### config.mk
export PLATFORM = sky130hd
export DESIGN_NAME = audio_adc_receiver
export DESIGN_NICKNAME = d
export VERILOG_FILES = /design/src/rtl/audio_adc_receiver.sv
export SDC_FILE = /design/constraint.sdc
export NUM_CORES = 1
export LEC_CHECK = 0
export ABC_AREA = 1
export BUFFER_PORTS_ARGS = -buffer_cell sky130_fd_sc_hd__buf_2
export CAP_MARGIN = 0
export CELL_PAD_IN_SITES_DETAIL_PLACEMENT = 0
export CELL_PAD_IN_SITES_GLOBAL_PLACEMENT = 1
export CORE_MARGIN = 5
export CORE_UTILIZATION = 40
export DETAILED_ROUTE_END_ITERATION = 16
export GPL_ROUTABILITY_DRIVEN = 0
export PLACE_DENSITY = 0.75
export SLEW_MARGIN = 30
export SYNTH_ARGS = -nofsm -noshare
export SYNTH_HDL_FRONTEND = slang
export SYNTH_SLANG_ARGS = --single-unit
### constraint.sdc
create_clock -name Clk -period 2.4 [get_ports Clk]
set_input_delay 0.24 -clock Clk [delete_from_list [all_inputs] [get_ports Clk]]
set_output_delay 0.24 -clock Clk [all_outputs]
set_load 0.02 [all_outputs]
### src/rtl/audio_adc_receiver.sv
// Codec ADC serial receiver: oversamples BCLK/LRCK/DAT on Clk, deserializes I2S or
// left-justified frames and presents stereo pairs on a valid/ready handshake.
module audio_adc_receiver #(
  parameter int unsigned DATA_WIDTH  = 16,
  parameter bit          I2S_MODE    = 1'b1,
  parameter int unsigned SYNC_STAGES = 2
) (
  input  logic                  Clk,
  input  logic                  Reset_n,
  input  logic                  AUD_BCLK,
  input  logic                  AUD_ADCLRCK,
  input  logic                  AUD_ADCDAT,
  output logic [DATA_WIDTH-1:0] LDATA,
  output logic [DATA_WIDTH-1:0] RDATA,
  output logic                  sample_valid,
  input  logic                  sample_ready,
  output logic                  overrun,
  output logic                  short_err
);

  localparam int unsigned CW = $clog2(DATA_WIDTH + 1);
  localparam logic [CW-1:0] CntLast = CW'(DATA_WIDTH - 1);

  typedef enum logic [1:0] {StIdle, StSkip, StShift, StWait} state_e;

  state_e                 state_q, state_d;
  logic [SYNC_STAGES-1:0] bclk_sync_q, lrck_sync_q, dat_sync_q;
  logic                   bclk_prev_q, lrck_prev_q;
  logic                   bclk_s, lrck_s, dat_s, bclk_rise, lr_edge;
  logic [DATA_WIDTH-1:0]  shift_q, shift_d, shifted, word_val;
  logic [CW-1:0]          cnt_q, cnt_d;
  logic                   chan_q, chan_d;
  logic                   word_done, short_pulse, start_ch;
  logic [DATA_WIDTH-1:0]  pend_l_q, commit_l_q, commit_r_q;
  logic                   pend_v_q, commit_q;

  assign bclk_s    = bclk_sync_q[SYNC_STAGES-1];
  assign lrck_s    = lrck_sync_q[SYNC_STAGES-1];
  assign dat_s     = dat_sync_q[SYNC_STAGES-1];
  assign bclk_rise = bclk_s & ~bclk_prev_q;
  assign lr_edge   = lrck_s ^ lrck_prev_q;
  assign shifted   = {shift_q[DATA_WIDTH-2:0], dat_s};

  // Pin synchronizers and BCLK edge history.
  always_ff @(posedge Clk or negedge Reset_n) begin
    if (!Reset_n) begin
      bclk_sync_q <= '0;
      lrck_sync_q <= '0;
      dat_sync_q  <= '0;
      bclk_prev_q <= 1'b0;
    end else begin
      bclk_sync_q <= {bclk_sync_q[SYNC_STAGES-2:0], AUD_BCLK};
      lrck_sync_q <= {lrck_sync_q[SYNC_STAGES-2:0], AUD_ADCLRCK};
      dat_sync_q  <= {dat_sync_q[SYNC_STAGES-2:0], AUD_ADCDAT};
      bclk_prev_q <= bclk_s;
    end
  end

  // Deserializer next state; everything moves only on a BCLK rise.
  always_comb begin
    state_d     = state_q;
    shift_d     = shift_q;
    cnt_d       = cnt_q;
    chan_d      = chan_q;
    word_done   = 1'b0;
    word_val    = '0;
    short_pulse = 1'b0;
    start_ch    = 1'b0;
    if (bclk_rise) begin
      unique case (state_q)
        StIdle: begin
          // Only a 1->0 edge starts, so the first pair is a whole left then right.
          if (lr_edge && !lrck_s) start_ch = 1'b1;
        end
        StSkip, StShift: begin
          if (lr_edge) begin
            short_pulse = 1'b1;
            start_ch    = 1'b1;
            // A channel that never reached its MSB yields no word.
            if (state_q == StShift) begin
              word_done = 1'b1;
              word_val  = shift_q << (DATA_WIDTH - 32'(cnt_q));
            end
          end else begin
            shift_d = shifted;
            cnt_d   = cnt_q + 1'b1;
            state_d = StShift;
            if (cnt_q == CntLast) begin
              word_done = 1'b1;
              word_val  = shifted;
              state_d   = StWait;
            end
          end
        end
        StWait: begin
          if (lr_edge) start_ch = 1'b1;
        end
        default: state_d = StIdle;
      endcase
      if (start_ch) begin
        chan_d = lrck_s;
        if (I2S_MODE) begin
          // The edge rise carries the previous word's LSB; MSB follows on the next rise.
          state_d = StSkip;
          shift_d = '0;
          cnt_d   = '0;
        end else begin
          state_d = StShift;
          shift_d = {{(DATA_WIDTH - 1){1'b0}}, dat_s};
          cnt_d   = CW'(1);
        end
      end
    end
  end

  // Deserializer state registers.
  always_ff @(posedge Clk or negedge Reset_n) begin
    if (!Reset_n) begin
      state_q     <= StIdle;
      shift_q     <= '0;
      cnt_q       <= '0;
      chan_q      <= 1'b0;
      lrck_prev_q <= 1'b0;
    end else begin
      state_q <= state_d;
      shift_q <= shift_d;
      cnt_q   <= cnt_d;
      chan_q  <= chan_d;
      if (bclk_rise) lrck_prev_q <= lrck_s;
    end
  end

  // Pair assembly: park left words, commit on a right word that has a left partner.
  always_ff @(posedge Clk or negedge Reset_n) begin
    if (!Reset_n) begin
      pend_l_q   <= '0;
      pend_v_q   <= 1'b0;
      commit_q   <= 1'b0;
      commit_l_q <= '0;
      commit_r_q <= '0;
      short_err  <= 1'b0;
    end else begin
      commit_q  <= 1'b0;
      short_err <= short_pulse;
      if (word_done) begin
        if (!chan_q) begin
          pend_l_q <= word_val;
          pend_v_q <= 1'b1;
        end else if (pend_v_q) begin
          commit_q   <= 1'b1;
          commit_l_q <= pend_l_q;
          commit_r_q <= word_val;
          pend_v_q   <= 1'b0;
        end
      end
    end
  end

  // Holding register and handshake; a commit into an unaccepted pair is dropped.
  always_ff @(posedge Clk or negedge Reset_n) begin
    if (!Reset_n) begin
      LDATA        <= '0;
      RDATA        <= '0;
      sample_valid <= 1'b0;
      overrun      <= 1'b0;
    end else begin
      overrun <= 1'b0;
      if (commit_q) begin
        if (!sample_valid || sample_ready) begin
          LDATA        <= commit_l_q;
          RDATA        <= commit_r_q;
          sample_valid <= 1'b1;
        end else begin
          overrun <= 1'b1;
        end
      end else if (sample_valid && sample_ready) begin
        sample_valid <= 1'b0;
      end
    end
  end

endmodule
---- Word level (Yosys, flattened, before mapping) ----
Index checks and enable logic that the tools add are counted.
storage, ports and cells
  memories kept ........................... 0
  bits of input ports ..................... 6
  memory bits (read-only) ................. 0
  latch bits .............................. 0
  RAM bits ................................ 0
  logic and storage cells ................. 83
  output and inout bits ................... 35
  register bits ........................... 117
cells by class
  reduce and logical (&&, ||, !) cells .... 16
  $lt $le $gt $ge ......................... 0
  $add $sub $neg .......................... 2
  shifts and indexed selects .............. 1
  eq/ne operators ......................... 6
  multipliers ............................. 0
  div/mod/pow operators ................... 0
  multiplexer cells ....................... 35
  bitwise logic cells ..................... 4
operators by type and width
  operator               count
  $mux W16               8
  $shl A16 B32 Y16       1
  $mux W1                20
  $mux W5                3
  $reduce_and A2 Y1      4
  $mux W2                3
  $reduce_and A3 Y1      2
  $sub A5 B5 Y6 const A  1
  $add A5 B1 Y5 const B  1
  $eq A5 B4 Y1 const B   1
  $eq A2 B2 Y1 const B   2
  $ne A2 B1 Y1 const B   2
  $reduce_bool A2 Y1     2
  $reduce_or A3 Y1       1
  $eq A2 B1 Y1 const B   1
  $logic_and A1 B1 Y1    2
  $logic_not A1 Y1       2
  $logic_not A2 Y1       1
  $not A1 Y1             2
  $pmux W1 S2            1
  $reduce_or A2 Y1       1
  $and A1 B1 Y1          1
  $logic_or A1 B1 Y1     1
  $xor A1 B1 Y1          1

---- Longest topological paths before layout ----
Gate-level depths: netlist of the first run.
  depth after elaboration ................. 7
  gate-level depth with buffers ........... 14
  gate-level depth less buffers ........... 12

---- Worst setup path after synthesis of the first run ----
OpenSTA, ideal clock, no wires.
  path kind ............................... register to register
  start point ............................. reg cnt_q[0]
  end point ............................... reg commit_r_q[7]
  path buffers ............................ 4
  required time ........................... 2.279 ns
  period minus slack after synthesis ...... 2.104 ns
  library setup time ...................... 0.121 ns
  cell stages (with the launch flop) ...... 15
  slack ................................... 0.296 ns
  data arrival time ....................... 1.984 ns
  cell sequence ........................... dfrtp_1 buf_2 inv_2 buf_2 ha_1 buf_2 clkinv_1 buf_2 nand3_1 nand3_1 nand2_1 nand2_1 o31ai_1 nand2_1 o21ai_1
between the ends
  cells in the longest elaborated chain, start to end .. 6
  elaborated cells between the ends (all ways) .. 13
  those cells by class .................... 1 x add/sub; 1 x eq/ne; 1 x shift; 9 x mux; 1 x reduce/logical
RTL lines
  element                                               line    source
  from (decl)                                           31      logic [CW-1:0] cnt_q, cnt_d;
  from (signal assigned)                                127     cnt_q <= cnt_d;
  $sub A5 B5 Y6 / $eq A5 B4 Y1 (equally long branches)  82, 88
  $shl A16 B32 Y16 / $mux W1 (equally long branches)    82, 88
  $mux W16 / $mux W1 (equally long branches)            80, 76
  $mux W16 / $mux W1 (equally long branches)            76, 70
  $mux W16 / $mux W1 (equally long branches)            70, 69
  $mux W16 / $reduce_and A3 Y1 (equally long branches)  n/a
  to (signal assigned)                                  152     commit_r_q <= word_val;
  to (decl)                                             34      logic [DATA_WIDTH-1:0] pend_l_q, commit_l_q, commit_r_q;
Parallel ways exist; a longest one is shown, timed or not.
A chain may end at the register's enable or synchronous reset.

---- Worst setup path after layout of the first run ----
  start point ............................. reg lrck_sync_q[1]
  end point ............................... reg cnt_q[1]
between the ends
  cells in the longest elaborated chain, start to end .. 7
  elaborated cells between the ends (all ways) .. 11
  those cells by class .................... 1 x eq/ne; 5 x mux; 1 x bitwise; 4 x reduce/logical
RTL lines
  element                                                                     line    source
  from (decl)                                                                 27      logic [SYNC_STAGES-1:0] bclk_sync_q, lrck_sync_q, dat_sync_q;
  from (signal assigned)                                                      53      lrck_sync_q <= {lrck_sync_q[SYNC_STAGES-2:0], AUD_ADCLRCK};
  $xor A1 B1 Y1 / $logic_not A1 Y1 (equally long branches)                    41, 73
  $logic_and A1 B1 Y1                                                         73      if (lr_edge && !lrck_s) start_ch = 1'b1;
  $mux W1                                                                     73
  $pmux W1 S2                                                                 70      unique case (state_q)
  $mux W1                                                                     69      if (bclk_rise) begin
  $ne A2 B1 Y1 (no source line) / $reduce_bool A2 Y1 (equally long branches)  n/a
  $reduce_and A3 Y1 (no source line)                                          n/a
Parallel ways exist; a longest one is shown, timed or not. The select of a mux whose other input is x is not followed.

==> results of run 1 <==
-- layout make-up --
class,count,share of cell area [%]
clock buffer,21,7.349
clock inverter,11,1.603
inverter,69,4.046
multi-input combinational,405,31.88
sequential,117,45.74
tap,176,3.440
timing repair buffer,59,5.942
-- layer usage --
layer  global-route usage [%]  wire length, um  share of wire [%]  vias up
met5                        0                0                  0        -
li1                         -                -                  -     2132
met4                    6.562              251                2.2        0
met1                    20.84             5394                 47     2026
met3                    4.149              550                4.8       21
met2                    23.57             5242                 46       98
-- tightest hold or removal path, stage by stage --
cell and delay [ns]:
buf_2 0.07, inv_1 0.03, nand2_1 0.07, nor2_1 0.04
-- kinds of logic (layout without fill, tap and decap cells) --
| logic type | count (synthesis) | in the layout | synth area share [%] |
|---|---|---|---|
| mux | 8 | 8 | 1.669 |
| buf+inv | 101 | 160 | 7.951 |
| xor+xnor | 2 | 2 | 0.4637 |
| flops | 117 | 117 | 54.24 |
| compound gates | 98 | 98 | 10.18 |
| fa+ha+maj | 6 | 6 | 1.391 |
| simple gates | 291 | 291 | 24.11 |
-- power by group through the flow --
stage          registers [mW]  clock network (mW)  logic [mW]
2_1_floorplan            2.12                   0        1.06
3_3_place_gp             2.12                   0        1.37
3_5_place_dp             2.12                   0        1.37
4_1_cts                  2.09                2.43        1.38
5_1_grt                  2.10                2.52        1.57
6_report                 2.09                2.38        1.38
-- repair_timing --
action,in CTS,in global routing
hold buffers,4,0
hold endpoints to repair,46,0
gates resized for setup,0,0
setup endpoints to repair,0,0
-- synthesized netlist by cell type (all sizes together) --
master / instances
nor3: 3
nand4: 2
dfrtp: 117
a22oi: 1
ha: 6
o21ai: 59
buf: 18
nand2: 177
inv: 68
nand3: 89
xor2: 2
o32ai: 3
nor2: 20
clkinv: 1
a21oi: 9
o22ai: 20
o211ai: 1
mux2: 8
o31ai: 5
clkbuf: 14
-- metrics by stage --
stage	hold slack, ns	utilization (%)	std cells	power, mW
4_1_cts	0.08095	48.34	858	5.902
3_5_place_dp	0.2881	43.71	822	3.489
6_report	0.09408	48.34	858	5.849
3_3_place_gp	0.2806	43.71	822	3.496
5_1_grt	0.1197	48.34	858	6.194
2_1_floorplan	-0.05559	-	623	3.179
-- state kept, by name, indices dropped and copies added, names as in the netlist --
name,count
overrun,1
bclk_sync_q,2
lrck_sync_q,2
commit_q,1
pend_l_q,16
state_q,2
sample_valid,1
lrck_prev_q,1
dat_sync_q,2
commit_l_q,16
LDATA,16
RDATA,16
shift_q,16
bclk_prev_q,1
cnt_q,5
chan_q,1
commit_r_q,16
pend_v_q,1
short_err,1
-- path summary, 6_finish.rpt --
kind,startpoint,endpoint,slack [ns],cells after the start
setup / recovery,lrck_sync_q[1],cnt_q[1],0.25,8
hold / removal,sample_ready,overrun,0.09,4
setup reg to reg,lrck_sync_q[1],cnt_q[1],0.25,8
hold reg to reg,lrck_sync_q[0],lrck_sync_q[1],0.35,0
max in group asynchronous,Reset_n,RDATA[9],1.30,3
min in group asynchronous,Reset_n,LDATA[2],0.39,2
==> out/qor.csv, run 1 <==
stage,metric,value,unit
floorplan,Die H,126.2,um
sta,Sum Neg Setup Slack,0,ns
floorplan,row cnt,42,
final_layout,Reg area,0.002928,sq mm
sta,Worst slew margin,58.86,%
grt,GRT Total Usage,15.45,%
power_and_ir_drop,clock network power share,40.6,%
clocking,post-CTS setup buffer count,0,
critical_path,WP data required,2.71,ns
clocking,Worst-path clk slew,0.05,ns
critical_path,"critical path, cell by cell","inv_1, ha_1, nand2_1, nor2_1, inv_2, nor2_1, inv_1, o22ai_1",
flow_run,Maximum Capacitance Violations,0,
sta,Tcrit/Tclk final,89.45,%
placed_design,dpl hpwl,8.164,mm
floorplan,core area,0.01324,sq mm
sta,final worst slack,0.2533,ns
critical_path,crit path capture type,flop,
critical_path,"CP delay by family, top",simple AND/OR/NAND/NOR gates,
power_and_ir_drop,leak pwr,3.186,nW
power_and_ir_drop,Internal Power,3.964,mW
placed_design,area of placed instances,0.005788,sq mm
detailed_routing,final wirelength,11.44,mm
sta,Slew Limit Fails,0,
grt,global-route wire length before repair,20.25,mm
grt,vias in the first global route,4194,
final_layout,# fillers,1297,
sta,fin crit period,2.147,ns
floorplan,Initial Util,40.76,%
logic_synthesis,"top cells by area, synth","dfrtp_1 54%, nand2_1 12%, nand3_1 7.5%",
logic_synthesis,register area share after synthesis,54.24,%
floorplan,# IOs,41,
final_layout,area of the multi-input gates,0.002041,sq mm
sta,f_max,465.8,MHz
logic_synthesis,Synth Cell Area,0.005398,sq mm
floorplan,Die ar.,0.01592,sq mm
final_layout,Inserted Diodes,0,
critical_path,worst stage delay on the critical path,0.39,ns
logic_synthesis,Post-Syn Nets,635,
clocking,CTS tree,built,
clocking,buffer levels on the longest clock path,2,
final_layout,"commonest cells after routing, fill and taps aside","174 x nand2_1, 117 x dfrtp_1, 81 x nand3_1",
detailed_routing,Vias/cell,4.985,
grt,initial antenna violation count,0,
clocking,H-Tree Depth,4,
placed_design,Worst Setup Slack post-DPL,0.3099,ns
critical_path,crit path max fanout,20,
logic_synthesis,Syn Area/Cell,8.664,sq um
power_and_ir_drop,cell area power density,913.7,mW/mm^2
detailed_routing,Avg WL per Cell,13.33,um
final_layout,"leading cell type in the layout, fill and taps excluded",nand2_1,
sta,RSZ-0062 raised after global routing,no,
logic_synthesis,YS warnings,0,
sta,Final setup viols,0,
detailed_routing,via count,4277,
logic_synthesis,post-synth top area share,54.24,%
sta,Layout Skew,0.006733,ns
clocking,clk_lat worst skew,0.40,ns
clocking,root buffer cell,clkbuf_16,
detailed_routing,DRC,0,
critical_path,"Buf+Inv Stages, Crit Path",3,
grt,pin count of the biggest net entering global routing,59,
logic_synthesis,largest area contributor in the netlist,dfrtp_1,
hold_path,Hold Crit Class,primary input to flop,
floorplan,die width,126.2,um
power_and_ir_drop,Reg power frac,35.7,%
grt,grt ovf,0,
final_layout,# nets final,681,
clocking,CTS buffer count,17,
power_and_ir_drop,Comb pwr share,23.7,%
power_and_ir_drop,Net Sw Frac,32.23,%
critical_path,crit path DAT,2.46,ns
logic_synthesis,Synth cell types,34,
final_layout,final non-filler cell area,0.006401,sq mm
critical_path,Worst Setup Path Type,flop to flop,
detailed_routing,DRT antenna net count,0,
power_and_ir_drop,peak supply drop,462.7,uV
outcome,status,"complete, no violations",
sta,final hold violation count,0,
power_and_ir_drop,Psw,1.885,mW
clocking,CTS sink cnt,117,
final_layout,layout cells sized above 1,17.45,%
sta,Worst Max-Slew Pin Slew,0.6164,ns
logic_synthesis,cells after synthesis,623,
placed_design,# port buffers,40,
critical_path,Worst path slowest cell,ha_1,
detailed_routing,Pre-Repair DR Iteration Count,5,
detailed_routing,DRT iter0 DRCs,356,
final_layout,Syn-to-layout area delta,18.59,%
logic_synthesis,Seq cells post-synth,117,
critical_path,CP startpoint kind,flop,
No activity file was read; power rests on OpenSTA's default activity.
==> run 2: changes to the inputs <==
clock period = 2.11 ns   (was 2.4 ns; I/O delays follow)
==> out/qor.csv, run 2 (synthesis results as in run 1) <==
stage,metric,value,unit,change
critical_path,r2r setup slk,0.06,ns,-0.19 ns
critical_path,"most used cell, CP",nand2_1,,
floorplan,# IOs,41,,unchanged
final_layout,"non-filler cells, final",871,,+1.5%
sta,Final setup viols,0,,unchanged
placed_design,# port buffers,40,,unchanged
power_and_ir_drop,Comb pwr share,25.4,%,+1.7 points
sta,Tcrit/Tclk final,97.01,%,+7.6 points
clocking,CTS tree,built,,
clocking,buffer levels on the longest clock path,2,,unchanged
critical_path,crit path max fanout,11,,-45%
power_and_ir_drop,peak supply drop,529.5,uV,+14%
hold_path,Worst Hold Path Cells,4,,unchanged
power_and_ir_drop,Reg power frac,35.0,%,-0.7 points
critical_path,crit path DAT,2.33,ns,-0.13 ns
sta,Worst slew margin,60.71,%,+1.8 points
power_and_ir_drop,PnR Total Power,6.792,mW,+16%
power_and_ir_drop,Net Sw Frac,32.50,%,+0.26 points
detailed_routing,final wirelength,11.99,mm,+4.8%
final_layout,Inserted Diodes,0,,unchanged
sta,fin crit period,2.047,ns,-0.09975 ns
clocking,clk_lat worst skew,0.40,ns,about the same
sta,Slew Limit Fails,0,,unchanged
power_and_ir_drop,cell area power density,1027,mW/mm^2,+12%
floorplan,core area,0.01324,sq mm,unchanged
power_and_ir_drop,Psw,2.207,mW,+17%
detailed_routing,Avg WL per Cell,13.76,um,+3.2%
critical_path,Worst Setup Path Type,flop to flop,,
detailed_routing,Pre-Repair DR Iteration Count,4,,-1
grt,vias in the first global route,4125,,-1.6%
floorplan,die width,126.2,um,unchanged
detailed_routing,Vias/cell,4.951,,-0.69%
final_layout,Syn-to-layout area delta,22.53,%,
detailed_routing,DRC,0,,unchanged
detailed_routing,DRT iter0 DRCs,295,,-17%
power_and_ir_drop,leak pwr,3.258,nW,+2.3%
grt,initial antenna violation count,0,,unchanged
final_layout,final core occ,49.94,%,+1.6 points
placed_design,dpl hpwl,8.185,mm,+0.25%
placed_design,# placed instances,825,,+0.36%
critical_path,WP data required,2.40,ns,-0.31 ns
sta,final worst slack,0.06305,ns,-0.1903 ns
detailed_routing,DRT antenna net count,0,,unchanged
grt,pin count of the biggest net entering global routing,47,,-20%
grt,grt ovf,0,,unchanged
critical_path,worst r2r src,cnt_q[1],,
critical_path,worst reg2reg path depth,12,,+4
critical_path,CP startpoint kind,flop,,
sta,final hold violation count,0,,unchanged
critical_path,"critical path, cell by cell","ha_1, nand2_1, nor2_1, ha_1, inv_1, nand2_1, o211ai_2, nor3_4, buf_12, clkinvlp_4, nand2_1, nand2_1",,
clocking,CTS sink cnt,117,,unchanged
critical_path,Worst path slowest cell,dfrtp_1,,
critical_path,Worst R2R End,commit_r_q[11],,
floorplan,Initial Util,40.76,%,unchanged
power_and_ir_drop,Internal Power,4.585,mW,+16%
floorplan,Die H,126.2,um,unchanged
hold_path,Min-Delay Endpoint,overrun,,
hold_path,Min-Delay Startpoint,sample_ready,,
critical_path,crit path capture type,flop,,
clocking,root buffer cell,clkbuf_16,,
floorplan,row cnt,42,,unchanged
hold_path,Hold Crit Class,primary input to flop,,
final_layout,# nets final,694,,+1.9%
sta,f_max,488.5,MHz,+4.9%
clocking,CTS buffer count,17,,unchanged
outcome,status,"complete, no violations",,
critical_path,worst stage delay on the critical path,0.39,ns,about the same
placed_design,Worst Setup Slack post-DPL,0.09114,ns,-0.2188 ns
detailed_routing,via count,4312,,+0.82%
final_layout,layout cells sized above 1,20.00,%,+2.6 points
flow_run,Maximum Capacitance Violations,0,,unchanged
floorplan,Die ar.,0.01592,sq mm,unchanged
sta,RSZ-0062 raised after global routing,yes,,
final_layout,"leading cell type in the layout, fill and taps excluded",nand2_1,,
power_and_ir_drop,clock network power share,39.6,%,-1.0 points
clocking,Worst-path clk slew,0.06,ns,about the same
grt,global-route wire length before repair,20.02,mm,-1.2%
sta,Layout Skew,0.01067,ns,+0.003940 ns
final_layout,"commonest cells after routing, fill and taps aside","174 x nand2_1, 117 x dfrtp_1, 81 x nand3_1",,
grt,GRT Total Usage,15.16,%,-0.30 points
clocking,H-Tree Depth,4,,unchanged
sta,Worst Max-Slew Pin Slew,0.5894,ns,-0.02703 ns
run 2: worst max-delay path, delay by kind of cell (launching register included):
kind | cells | cell delay, ns
buffers and inverters | 3 | 0.39
AO/OA/AOI/OAI | 1 | 0.16
adder cells (fa/ha/maj) | 2 | 0.32
AND/OR/NAND/NOR | 6 | 0.65
flip-flops | 1 | 0.39
run 2: repair_timing:
item	4_1_cts	5_1_grt
endpoints found under the setup margin	0	43
hold buffers	4	0
setup buffers	0	7
gates resized for setup	0	9
hold endpoints to repair	46	0
run 2: cell type report:
cell class                      instances  area [sq um]
Timing Repair Buffer                   71         555.5
Clock inverter                         11         101.3
Multi-Input combinational cell        405          2071
Tap cell                              176         220.2
Clock buffer                           21         460.4
Sequential cell                       117          2928
Inverter                               69         270.3
Timing Repair inverter                  1         7.507
Fill cell                            1245          6629
run 2: how the worst max path moves through the flow:
stage                   from              to  slack, ns  cells after the start
floorplan           cnt_q[0]   commit_r_q[7]      0.006                     14
global placement    cnt_q[0]   commit_r_q[9]       0.14                     12
detailed placement  cnt_q[0]   commit_r_q[8]       0.09                     12
CTS                 cnt_q[1]  commit_r_q[11]       0.07                     12
global route        cnt_q[1]  commit_r_q[11]       -0.1                     12
finish              cnt_q[1]  commit_r_q[11]       0.06                     12
run 2: routing by layer:
metal / vias to the layer above / global-route usage [%] / wire [um]
met4: 0 / 5.237 / 177
met3: 11 / 3.683 / 520
met5: - / 0 / 0
met2: 103 / 23.07 / 5601
li1: 2156 / - / -
met1: 2042 / 21.26 / 5689
run 2: per-stage QoR:
step / hold WS, ns / TNS [ns] / instance area (sq um)
2_1_floorplan: -0.08459 / 0 / 5398
4_1_cts: 0.05448 / 0 / 6462
3_3_place_gp: 0.2495 / 0 / 5861
3_5_place_dp: 0.2564 / 0 / 5861
5_1_grt: 0.1013 / -2.405 / 6614
6_report: 0.07403 / 0 / 6614
run 2: power groups by stage:
stage / Combinational (mW) / Clock [mW] / Sequential, mW
final: 1.73 / 2.69 / 2.37
after global routing: 1.92 / 2.87 / 2.38
after CTS: 1.62 / 2.76 / 2.38
after detailed placement: 1.62 / 0 / 2.41
after global placement: 1.62 / 0 / 2.41
after floorplan: 1.21 / 0 / 2.41
